===== src/rtl/pipeline_control_unit.sv =====
// rtl/pipeline_control_unit.sv - LEGv8 load-use stall / taken-branch flush control FSM.
// Optional saturating stall/flush counters enabled by PIPELINE_CONTROL_PERF_COUNTERS_EN.
module pipeline_control_unit (
   input  logic        clock,
   input  logic        reset,
   input  logic [4:0]  id_rn,
   input  logic [4:0]  id_rm,
   input  logic        id_uses_rm,
   input  logic        ex_memread,
   input  logic [4:0]  ex_rd,
   input  logic        mem_branch_taken,
   output logic        pc_write,
   output logic        if_id_write,
   output logic        id_ex_bubble,
   output logic        flush_if_id,
   output logic        flush_id_ex,
   output logic        flush_ex_mem,
   output logic        pc_src,
   output logic [15:0] stall_count,
   output logic [15:0] flush_count
);

   typedef enum logic [1:0] {RUN, STALL, FLUSH} state_t;

   state_t state_q, state_d;
   logic   hazard;

   // XZR reads as zero, so a load targeting it can never feed a consumer.
   assign hazard = ex_memread && (ex_rd != 5'd31) &&
                   ((ex_rd == id_rn) || (id_uses_rm && (ex_rd == id_rm)));

   always_comb begin
      pc_write     = 1'b1;
      if_id_write  = 1'b1;
      id_ex_bubble = 1'b0;
      flush_if_id  = 1'b0;
      flush_id_ex  = 1'b0;
      flush_ex_mem = 1'b0;
      pc_src       = 1'b0;
      state_d      = RUN;
      if (!reset) begin
         state_d = RUN;
      end else if (mem_branch_taken) begin
         // A taken branch squashes the dependent instruction, so no bubble is needed.
         pc_src       = 1'b1;
         flush_if_id  = 1'b1;
         flush_id_ex  = 1'b1;
         flush_ex_mem = 1'b1;
         state_d      = FLUSH;
      end else if ((state_q != STALL) && hazard) begin
         pc_write     = 1'b0;
         if_id_write  = 1'b0;
         id_ex_bubble = 1'b1;
         state_d      = STALL;
      end
   end

   always_ff @(posedge clock or negedge reset) begin
      if (!reset) begin
         state_q <= RUN;
      end else begin
         state_q <= state_d;
      end
   end

`ifdef PIPELINE_CONTROL_PERF_COUNTERS_EN
   logic [15:0] stall_count_q, stall_count_d;
   logic [15:0] flush_count_q, flush_count_d;

   always_comb begin
      stall_count_d = stall_count_q;
      flush_count_d = flush_count_q;
      if (id_ex_bubble && (stall_count_q != 16'hFFFF)) begin
         stall_count_d = stall_count_q + 16'd1;
      end
      if (reset && mem_branch_taken && (flush_count_q != 16'hFFFF)) begin
         flush_count_d = flush_count_q + 16'd1;
      end
   end

   always_ff @(posedge clock or negedge reset) begin
      if (!reset) begin
         stall_count_q <= 16'd0;
         flush_count_q <= 16'd0;
      end else begin
         stall_count_q <= stall_count_d;
         flush_count_q <= flush_count_d;
      end
   end

   assign stall_count = stall_count_q;
   assign flush_count = flush_count_q;
`else
   assign stall_count = 16'd0;
   assign flush_count = 16'd0;
`endif

endmodule


===== config.mk =====
export PLATFORM = sky130hd
export DESIGN_NAME = pipeline_control_unit
export DESIGN_NICKNAME = d
export VERILOG_FILES = /design/src/rtl/pipeline_control_unit.sv
export SDC_FILE = /design/constraint.sdc
export NUM_CORES = 1
export LEC_CHECK = 0
export BUFFER_PORTS_ARGS = -buffer_cell sky130_fd_sc_hd__clkbuf_2
export CORE_MARGIN = 2
export CORE_UTILIZATION = 32
export DETAILED_ROUTE_END_ITERATION = 7
export PLACE_DENSITY = 0.79
export SLEW_MARGIN = 25
export SYNTH_ARGS = -nofsm -noshare
export SYNTH_HDL_FRONTEND = slang
export SYNTH_SLANG_ARGS = --single-unit

===== constraint.sdc =====
create_clock -name clock -period 1.3 [get_ports clock]
set_clock_uncertainty 0.05 [all_clocks]
set_input_delay 0.26 -clock clock [delete_from_list [all_inputs] [get_ports clock]]
set_output_delay 0.26 -clock clock [all_outputs]
set_load 0.05 [all_outputs]

Word-level counts from Yosys, hierarchy flattened
Cells that the tools add are included.

Register bits after elaboration: 2. Latch bits: 0. Bits in writable memories: 0. ROM bits: 0. Bits of input ports: 20. Output and inout bits: 39. Memories: 0.

Add/sub/neg operators: 0. Multipliers: 0. Divide/modulo/power cells: 0. Order comparisons: 0. Equality and inequality tests: 4. Shift-type cells: 0. Multiplexer cells: 11. Bitwise operators: 0. Reductions and logical operators: 5.

Operator list (count): $eq A5 B5 Y1 (2); $mux W1 (9); $ne A5 B5 Y1 const B (1); $logic_and A1 B1 Y1 (4); $mux W2 (2); $ne A2 B1 Y1 const B (1); $logic_or A1 B1 Y1 (1).

Depth between registers and ports, before layout
Word-level depth: 8. Depth in mapped cells: 5. Depth with buffers taken out: 4.

Worst setup path after synthesis
No wires, ideal clock.

Kind: input -> output. Start: in ex_rd[1]. End: out pc_write. Data arrival time: 1515 ps. Required time: 990 ps. Slack: -525 ps. Stages: 3. Buffers on the path: 1. Path through: nand3_1 > o211ai_1 > buf_4.

Word-level cells in the longest chain between the ends: 8. Elaborated cells between the ends (all ways): 11. Classes of those cells: eq/ne (3); mux (3); reduce/logical (5).

Ends and longest elaborated chain: start: declaration (line 10) `input logic [4:0] ex_rd,`; $eq A5 B5 Y1 (line 30) `((ex_rd == id_rn) || (id_uses_rm && (ex_rd == id_rm)));`; $logic_and A1 B1 Y1 (line 30); $logic_or A1 B1 Y1 (line 30); $logic_and A1 B1 Y1 * (line 29) `assign hazard = ex_memread && (ex_rd != 5'd31) &&`; $logic_and A1 B1 Y1 * (line 50) `end else if ((state_q != STALL) && hazard) begin`; $mux W1 * (3 in series); end: declaration (line 12) `output logic pc_write,`.

Mark *: on every way between the ends. The rest lies on a longest branch, timed or not.

Final worst setup path
Start: reg state_q[0]. End: out if_id_write.

Word-level cells in the longest chain between the ends: 5.

Ends and longest elaborated chain: start: declaration (line 25) `state_t state_q, state_d;`; start signal: assignment (line 62) `state_q <= state_d;`; $ne A2 B1 Y1 (line 50); $logic_and A1 B1 Y1 (line 50); $mux W1 (line 50); $mux W1 (line 43) `end else if (mem_branch_taken) begin`; $mux W1 (line 41) `if (!reset) begin`; end: declaration (line 13) `output logic if_id_write,`.

No other way between the ends.

==> metrics.txt <==
Ports=slightly below 60; most area-hungry cell type in the Yosys netlist=buf_4; GRT Total Usage=0.0771; worst hold margin=323 ps; DRT Pass-1 Iters=1; Yosys top cell area share=0.551; Post-DRT Antenna Nets=0; Reg power frac=0.120; Post-Synthesis Cell Area=a little under 500 um^2; max frequency=between 0.6 and 0.7 GHz; # DRC=0; CP delay by family, top=flip-flops; Worst EP arrival=1220 ps; number of buffers and inverters on the critical path=1; CTS tree=yes; Die X=~43 um; Worst Hold Launch=mem_branch_taken; PD cells=877 nW/um^2; Final period util=1.18; Peak VDD IR=between 0.2 and 0.3 mV; crit end category=output pin; failing checks=setup timing; Crit path required time=990 ps; port bufs=26; Die Y=approximately 43 um; Tmin final=1530 ps; asr flop ratio synth=1.00; Post-synth EDFFs=0; Post-Place Worst Slack=-323 ps; Crit-path slowest cell=dfrtp_1; vias in the first global route=around 280; Largest regs=state_q x2; count of pins over their slew limit=0; grt ovf=0; final net count=~110; routed vias=384; top cells by area, synth=buf_4, xnor2_1, dfrtp_1, nand2_1, o22ai_2; critical path class=flip-flop to output pin; max_cap viols=0; HP Class=input port to flip-flop; final hold viol count=0; Post-synth top flop=dfrtp_1; largest net degree at the start of global routing=6; Reg with most FFs=state_q; Finish-stage setup viols=3; RSZ-0062 raised after global routing=yes; Sw Pwr=0.313 mW; final RePlAce weighted congestion=approximately 0.64; fraction of layout cells with a size suffix above 1=0.451; Setup crit start=state_q[0]; starting density of the core=0.333; clock sinks=2; crit-path max FO=2; end-of-flow core utilization=0.425; r2r startpoint=state_q[0]; post-route setup TNS=-639 ps; routed wire length per instance=7.39 um; clock share of power=0.251; TritonCTS Buffers=3; Syn Inst Count=62; Die ar.=1860 um^2; total chip power=around 0.55 mW; Vias/cell=3.59; final worst slack=-228 ps; Antenna diodes=0; CP cell instances=nor2b_4 -> nor3_4 -> o211ai_1 -> buf_4; internal power=roughly 0.24 mW; drt initial violations=0; htree depth=1; hpwl dp=720 um; startpoint types=flip-flop; CTS max path bufs=2; row count=14; syn_area_per_cell=7.91 um^2; Clk Latency, worst-skew pair=230 ps; post-synthesis sequential area ratio=0.102; clk root buf=clkbuf_4; initial antenna violation count=0; Post-Route WL=791 um; most frequent cell after synthesis=buf_4; sw frac=0.571; status=finished, violations left; max reg flops=2; post-synth cell types=13; area grow syn2layout=27.6%; first-pass GRT wire length=1050 um; Reg clk slew, reported paths=30 ps; combinational share of power=0.629; YS warnings=0; Commonest cells post-synth=buf_4, xnor2_1, nand2_1; core area=1470 um^2; Critical Path Max Stage Delay=around 360 ps; Synth Register Bits=2; leakage power=about 0.34 nW
-- power groups by stage --
stage	clock network, mW	registers (mW)	logic (mW)
3_3_place_gp	0	0.0656	0.328
2_1_floorplan	0	0.0655	0.352
3_5_place_dp	0	0.0657	0.331
6_report	0.138	0.0659	0.345
5_1_grt	0.152	0.0660	0.361
4_1_cts	0.143	0.0659	0.336
-- layout make-up --
type | instances | area (um^2)
well taps | 16 | 20.0
multi-input cells | 55 | 342
fillers | 151 | 846
clock buffers | 3 | 22.5
flip-flops and latches | 2 | 50.0
repair buffers | 31 | 191
-- kinds of logic (layout without fill, tap and decap cells) --
logic type / Yosys count / in the layout / share of synthesized area
buf+inv: 36 / 34 / 0.551
xor+xnor: 10 / 10 / 0.179
simple gates: 10 / 10 / 0.0995
compound gates: 3 / 3 / 0.0612
flops: 2 / 2 / 0.102
other cells: 1 / 32 / 0.00765
-- metrics by stage --
stage	std cells	instance area (um^2)
floorplan	93	621
global placement	103	531
detailed placement	103	531
CTS	107	596
global route	107	626
finish	107	626
-- layer usage --
metal / track usage / up-vias / part of all wire
met2: 0.131 / 38 / 0.52
met5: 0 / - / 0
li1: - / 186 / -
met4: 0.0364 / 0 / 0
met3: 0.0255 / 0 / 0.15
met1: 0.0846 / 160 / 0.32
-- cell usage in the layout (no fill, tap or decap), drive strengths merged, types with 2 or more instances in the layout --
cell and instances:
buf 6, nand2 4, clkbuf 27, conb 32, dfrtp 2, xnor2 10, nand3 2
-- final timing paths --
| path | to | slack (ps) | cells after the start |
|---|---|---|---|
| max | if_id_write | -230 | 4 |
| min | state_q[1] | 320 | 2 |
| max reg2reg | state_q[0] | 360 | 3 |
| min reg2reg | state_q[0] | 660 | 3 |
| max in group asynchronous | state_q[0] | 660 | 3 |
| min in group asynchronous | state_q[1] | 410 | 3 |
-- timing repair --
action,CTS,global route
gates resized for setup,8,6
buffers inserted,0,0
hold buffers,1,0
pin swaps,2,2
hold endpoints to repair,2,0
setup endpoints to repair,3,3
(Power assumes the default switching activity.)
